File: src/rtl/pcie_phys_pkg.sv
// Shared PCIe PHY definitions: symbol width, K28.5 comma encodings and the
// lane serializer state encoding.
package pcie_phys_pkg;

    localparam int PCIE_SYMBOL_WIDTH = 10;

    localparam logic [PCIE_SYMBOL_WIDTH-1:0] K28_5_RDN = 10'b0011111010;
    localparam logic [PCIE_SYMBOL_WIDTH-1:0] K28_5_RDP = 10'b1100000101;

    typedef enum logic {
        OFF   = 1'b0,
        SHIFT = 1'b1
    } lane_ser_state_e;

endpackage

File: src/rtl/pcie_lane_serializer_if.sv
// Valid/ready symbol handshake between the 8b/10b encoder (master) and the
// lane serializer (slave).
interface pcie_lane_serializer_if
    import pcie_phys_pkg::*;
#(
    parameter int SYMBOL_WIDTH = PCIE_SYMBOL_WIDTH
);

    logic [SYMBOL_WIDTH-1:0] symbol_i;
    logic                    symbol_valid_i;
    logic                    symbol_ready_o;

    modport master (
        output symbol_i,
        output symbol_valid_i,
        input  symbol_ready_o
    );

    modport slave (
        input  symbol_i,
        input  symbol_valid_i,
        output symbol_ready_o
    );

endinterface

File: src/rtl/pcie_lane_serializer.sv
// Per-lane TX serializer: holding register + shift register, LSB first, with
// idle-symbol fill on underrun. PCIE_LANE_SER_STATS_EN adds underrun_count_o.
module pcie_lane_serializer
    import pcie_phys_pkg::*;
#(
    parameter int                      SYMBOL_WIDTH = PCIE_SYMBOL_WIDTH,
    parameter logic [SYMBOL_WIDTH-1:0] IDLE_SYMBOL  = SYMBOL_WIDTH'(K28_5_RDN),
    parameter int                      CNT_WIDTH    = 16
) (
    input  logic                  clk_i,
    input  logic                  rst_i,
    input  logic                  lane_enable_i,
    pcie_lane_serializer_if.slave sym,
    output logic                  serial_bit_o,
    output logic                  bit_valid_o,
    output logic                  symbol_start_o,
    output logic                  underrun_o
`ifdef PCIE_LANE_SER_STATS_EN
    ,
    output logic [CNT_WIDTH-1:0]  underrun_count_o
`endif
);

    localparam int                BCW      = $clog2(SYMBOL_WIDTH);
    localparam logic [BCW-1:0]    LAST_BIT = BCW'(SYMBOL_WIDTH - 1);

    lane_ser_state_e         state_q, state_d;
    logic [SYMBOL_WIDTH-1:0] hold_q, hold_d;
    logic                    hold_valid_q, hold_valid_d;
    logic [SYMBOL_WIDTH-1:0] shift_q, shift_d;
    logic [BCW-1:0]          bit_cnt_q, bit_cnt_d;
    logic                    underrun_q, underrun_d;
    logic                    accept;

    // Ready is deliberately forced low during reset so nothing is taken then.
    assign sym.symbol_ready_o = lane_enable_i && !hold_valid_q && !rst_i;
    assign accept             = sym.symbol_valid_i && sym.symbol_ready_o;

    always_comb begin
        state_d      = state_q;
        hold_d       = hold_q;
        hold_valid_d = hold_valid_q;
        shift_d      = shift_q;
        bit_cnt_d    = bit_cnt_q;
        underrun_d   = 1'b0;

        // Accept never coincides with a hold consume: ready needs hold empty.
        if (accept) begin
            hold_d       = sym.symbol_i;
            hold_valid_d = 1'b1;
        end

        case (state_q)
            OFF: begin
                bit_cnt_d = '0;
                if (!lane_enable_i) begin
                    hold_valid_d = 1'b0;
                end else if (hold_valid_q) begin
                    state_d      = SHIFT;
                    shift_d      = hold_q;
                    hold_valid_d = 1'b0;
                end
            end
            SHIFT: begin
                if (bit_cnt_q != LAST_BIT) begin
                    shift_d   = shift_q >> 1;
                    bit_cnt_d = bit_cnt_q + 1'b1;
                end else if (!lane_enable_i) begin
                    state_d      = OFF;
                    hold_valid_d = 1'b0;
                    bit_cnt_d    = '0;
                end else if (hold_valid_q) begin
                    shift_d      = hold_q;
                    hold_valid_d = 1'b0;
                    bit_cnt_d    = '0;
                end else begin
                    // Boundary with nothing held: keep the wire busy with idle.
                    shift_d    = IDLE_SYMBOL;
                    bit_cnt_d  = '0;
                    underrun_d = 1'b1;
                end
            end
            default: state_d = OFF;
        endcase
    end

    always_ff @(posedge clk_i) begin
        if (rst_i) begin
            state_q      <= OFF;
            hold_q       <= '0;
            hold_valid_q <= 1'b0;
            shift_q      <= '0;
            bit_cnt_q    <= '0;
            underrun_q   <= 1'b0;
        end else begin
            state_q      <= state_d;
            hold_q       <= hold_d;
            hold_valid_q <= hold_valid_d;
            shift_q      <= shift_d;
            bit_cnt_q    <= bit_cnt_d;
            underrun_q   <= underrun_d;
        end
    end

    assign serial_bit_o   = shift_q[0];
    assign bit_valid_o    = (state_q == SHIFT);
    assign symbol_start_o = (state_q == SHIFT) && (bit_cnt_q == '0);
    assign underrun_o     = underrun_q;

`ifdef PCIE_LANE_SER_STATS_EN
    logic [CNT_WIDTH-1:0] count_q;

    always_ff @(posedge clk_i) begin
        if (rst_i) begin
            count_q <= '0;
        end else if (underrun_q && (count_q != '1)) begin
            count_q <= count_q + 1'b1;
        end
    end

    assign underrun_count_o = count_q;
`else
    logic cnt_width_unused;
    assign cnt_width_unused = (CNT_WIDTH > 0);
`endif

endmodule

File: src/flat_wrapper.sv
// flat-port wrapper written by rule: the top's interface ports become plain ports
module pcie_lane_serializer_flat import pcie_phys_pkg::*;
#(
    parameter int                      SYMBOL_WIDTH = PCIE_SYMBOL_WIDTH,
    parameter logic [SYMBOL_WIDTH-1:0] IDLE_SYMBOL  = SYMBOL_WIDTH'(K28_5_RDN),
    parameter int                      CNT_WIDTH    = 16
)
  (clk_i, rst_i, lane_enable_i, serial_bit_o, bit_valid_o, symbol_start_o, underrun_o, sym_symbol_i, sym_symbol_valid_i, sym_symbol_ready_o);
  pcie_lane_serializer_if #(.SYMBOL_WIDTH(SYMBOL_WIDTH)) sym_i ();
  input  logic clk_i;
  input  logic rst_i;
  input  logic lane_enable_i;
  output logic serial_bit_o;
  output logic bit_valid_o;
  output logic symbol_start_o;
  output logic underrun_o;
  input wire logic [$bits(sym_i.symbol_i)-1:0] sym_symbol_i;
  input wire logic [$bits(sym_i.symbol_valid_i)-1:0] sym_symbol_valid_i;
  output wire logic [$bits(sym_i.symbol_ready_o)-1:0] sym_symbol_ready_o;
  assign sym_i.symbol_i = sym_symbol_i;
  assign sym_i.symbol_valid_i = sym_symbol_valid_i;
  assign sym_symbol_ready_o = sym_i.symbol_ready_o;
  pcie_lane_serializer #(.SYMBOL_WIDTH(SYMBOL_WIDTH), .IDLE_SYMBOL(IDLE_SYMBOL), .CNT_WIDTH(CNT_WIDTH)) u_core (.clk_i(clk_i), .rst_i(rst_i), .lane_enable_i(lane_enable_i), .sym(sym_i), .serial_bit_o(serial_bit_o), .bit_valid_o(bit_valid_o), .symbol_start_o(symbol_start_o), .underrun_o(underrun_o));
endmodule
File: config.mk
export PLATFORM = sky130hd
export DESIGN_NAME = pcie_lane_serializer_flat
export DESIGN_NICKNAME = d
export VERILOG_FILES = /design/src/rtl/pcie_phys_pkg.sv /design/src/rtl/pcie_lane_serializer_if.sv /design/src/rtl/pcie_lane_serializer.sv /design/src/flat_wrapper.sv
export SDC_FILE = /design/constraint.sdc
export NUM_CORES = 1
export LEC_CHECK = 0
export BUFFER_PORTS_ARGS = -buffer_cell sky130_fd_sc_hd__buf_2
export CELL_PAD_IN_SITES_DETAIL_PLACEMENT = 0
export CELL_PAD_IN_SITES_GLOBAL_PLACEMENT = 2
export CORE_MARGIN = 2
export CORE_UTILIZATION = 30
export CTS_CLUSTER_SIZE = 30
export DETAILED_ROUTE_END_ITERATION = 8
export GPL_TIMING_DRIVEN = 0
export PLACE_DENSITY_LB_ADDON = 0.1
export REMOVE_ABC_BUFFERS = 1
export SYNTH_ARGS = -nofsm -noshare
export SYNTH_HDL_FRONTEND = slang
export SYNTH_SLANG_ARGS = --single-unit
File: constraint.sdc
create_clock -name clk_i -period 1.25 [get_ports clk_i]
set_input_delay 0.125 -clock clk_i [delete_from_list [all_inputs] [get_ports clk_i]]
set_output_delay 0.125 -clock clk_i [all_outputs]
set_load 0.01 [all_outputs]
==> results.yml <==
status:
  outcome: "complete, but fails checks"
  violations: "setup timing"
clocking:
  cts_tree: "built"
  clock_path_buffers: 2
  htree_levels: 1
  cts_sinks: 27
  numCtsBuffers: 3
  clk_pin_slew_worst_paths_ns: 0.09
  cts-root-buf: "clkbuf_8"
  clk_latency_ns: 0.27
layout:
  utilization_pct: 42.15
  multi_input_area_um2: 671.9
  layout-drive-gt1-share_pct: 43.79
  seq_area_um2: 546.8
  fillers: 376
  area_delta_synth_final_pct: 34.05
  fin_nets: 171
  antenna_cells: 0
  finalInstanceArea_um2: 1567
  final_cells: 201
yosys:
  synth.yosys.seq_area_share_pct: 46.25
  synth-seq-cells: 27
  synth.area.top_cells: "dfxtp_1 46%, nand2_1 9.6%, o221ai_2 7.7%, a21oi_1 4.7%, a21oi_2 4.5%"
  synthCells: 126
  synth.top_cell.area_share_pct: 46.25
  yosysWarnings: 0
  synth_top_area_cell: "dfxtp_1"
  syn_area_per_cell_um2: 9.275
  synth_area_um2: 1169
  ys_types: 29
sta:
  maxSlewHeadroom_pct: 61.98
  hold_slack_ns: 0.07686
  tightest_slew_ns: 0.5703
  hold_viol: 0
  fin_crit_ns: 1.412
  rsz0062_at_grt: "yes"
  clock.fmax_mhz: 708.3
  finalSetupViolations: 22
  fin_ws_ns: -0.1619
  setup-tns-final_ns: -1.513
  fin_crit_sh_pct: 113.0
  clock_skew_ns: 0.001274
  slew_viol_final: 0
die:
  die_area_um2: 4411
  die_h_um: 66.42
  core-area_um2: 3716
  start_util_pct: 31.45
  pin_count: 19
  die_x_um: 66.42
  rows: 22
power:
  p_int_mw: 1.273
  peakVddDrop_uv: 398.6
  switching_share_pct: 26.88
  leakagePower_nw: 0.5659
  power_mw: 1.741
  combPwrFrac_pct: 17.8
  power_density_nw_per_um2: 1111
  power_switching_uw: 468.0
  power_frac_seq_pct: 53.4
  power_frac_clock_pct: 28.8
worst_hold_path:
  hold_end: "u_core.hold_q[4]"
  hold_class: "in2reg"
  worstHoldStart: "sym_symbol_i[4]"
  min_path_cells: 3
job:
  drv_cap: 0
global_route:
  grt_overflow: 0
  gr-usage-all-layers_pct: 14.23
  grt_pass1_wl_um: 4609
  grt_pass1_vias: 978
  antenna_found_initial: 0
  grt_max_degree: 28
worst_setup_path:
  timing.rr.start: "u_core.bit_cnt_q[0]"
  reg2reg_to: "u_core.shift_q[5]"
  start_kind: "flop"
  critPathMaxFanout: 5
  end_kind: "flop"
  crit_arrival_ns: 1.62
  reg2reg_slack_ns: -0.16
  path_class: "reg2reg"
  r2r_cells: 7
  required_ns: 1.46
detailed_routing:
  via_per_inst: 4.692
  initialDrtViolationCount: 24
  wl_per_cell_um: 13.60
  drc: 0
  drt-total-wl_um: 2734
  antenna_left: 0
  vias: 943
  firstDrtPassIters: 3
placed_design:
  place_congestion: 0.7321
  place_hpwl_um: 1662
  port_buffers: 18
  dp_cells: 185
  dpl-instance-area_um2: 1279
  preCtsSetupSlack_ns: -0.5476
## cell families after synthesis
group	after synthesis	synth area share [%]
buffers and inverters	12	5.032
XOR/XNOR	2	1.499
AND/OR/NAND/NOR	50	19.91
AO/OA/AOI/OAI	32	24.09
adder cells (fa/ha/maj)	3	3.212
flip-flops	27	46.25
## routing by layer
metal / share of wire, % / GRT usage, % / up-vias / wire length [um]
met3: 3.2 / 2.726 / 5 / 88
met2: 48 / 24.38 / 16 / 1321
met5: 0 / 0 / - / 0
met4: 1.9 / 6.122 / 0 / 51
li1: - / - / 489 / -
met1: 47 / 17.19 / 433 / 1274
## power by group through the flow
stage	combinational, mW	clock [mW]	sequential [mW]
floorplan	0.118	0	0.939
global placement	0.197	0	0.941
detailed placement	0.198	0	0.943
CTS	0.320	0.522	0.931
global route	0.339	0.560	0.934
finish	0.310	0.501	0.930
## placed cells by master, fill, tap and decap left out, types with 2 or more instances in the layout
| master | instances |
|---|---|
| nand2_1 | 28 |
| dfxtp_1 | 24 |
| buf_2 | 18 |
| a21oi_1 | 11 |
| nor3_1 | 7 |
| a21oi_2 | 6 |
| o221ai_2 | 5 |
| buf_4 | 5 |
| buf_6 | 5 |
| inv_1 | 4 |
| clkbuf_8 | 3 |
| o21ai_4 | 2 |
| nor2_2 | 2 |
| a221oi_2 | 2 |
| nor2_1 | 2 |
| ha_1 | 2 |
| buf_12 | 2 |
| dfxtp_2 | 2 |
## synthesized netlist by cell type
master / instances
nor3b_1: 1
buf_2: 2
xor2_1: 1
buf_4: 1
buf_6: 1
o221ai_2: 6
o31ai_1: 1
inv_1: 5
o21ai_2: 2
a221oi_1: 3
nor2_1: 4
a21oi_1: 11
ha_1: 3
nand3_1: 2
and3_2: 1
nand2_1: 30
and3b_4: 1
nor3b_2: 1
o21ai_1: 1
a21oi_4: 1
dfxtp_1: 27
nand2b_1: 1
clkbuf_1: 3
xnor2_1: 1
nor3_1: 7
nand3b_1: 1
a21oi_2: 6
a21boi_2: 1
and2_1: 1
## state kept, by name, indices dropped and copies added, names as in the netlist
name,count
u_core.bit_valid_o,1
u_core.hold_q,10
u_core.underrun_o,1
u_core.shift_q,10
u_core.bit_cnt_q,4
u_core.hold_valid_q,1
## worst max path at each step
| stage | end | cells past startpoint | start |
|---|---|---|---|
| after global routing | u_core.shift_q[5] | 8 | u_core.bit_cnt_q[1] |
| final | u_core.shift_q[5] | 7 | u_core.bit_cnt_q[0] |
| after floorplan | u_core.shift_q[1] | 6 | u_core.bit_cnt_q[1] |
| after CTS | u_core.shift_q[5] | 8 | u_core.bit_cnt_q[1] |
| after global placement | u_core.shift_q[5] | 6 | u_core.bit_cnt_q[1] |
| after detailed placement | u_core.shift_q[5] | 6 | u_core.bit_cnt_q[1] |
## timing repair
action	4_1_cts	5_1_grt
cloned	1	0
endpoints found under the setup margin	28	25
pin swaps	11	4
setup buffers	11	1
hold buffers	0	0
resized for setup	25	5
## cell type report
type | instances | share of cell area, %
multi-input combinational | 87 | 42.89
sequential | 27 | 34.90
timing repair buffer | 30 | 14.30
tap | 48 | 3.834
clock buffer | 4 | 2.875
inverter | 5 | 1.198
## worst max-delay path, cell delays in order, from the launching register on
cell,delay [ns]
dfxtp_4,0.38
ha_4,0.16
and3b_4,0.21
o21ai_4,0.15
buf_6,0.13
buf_12,0.11
o221ai_2,0.09
a21oi_2,0.12
Power figures use the tool's default switching activity.
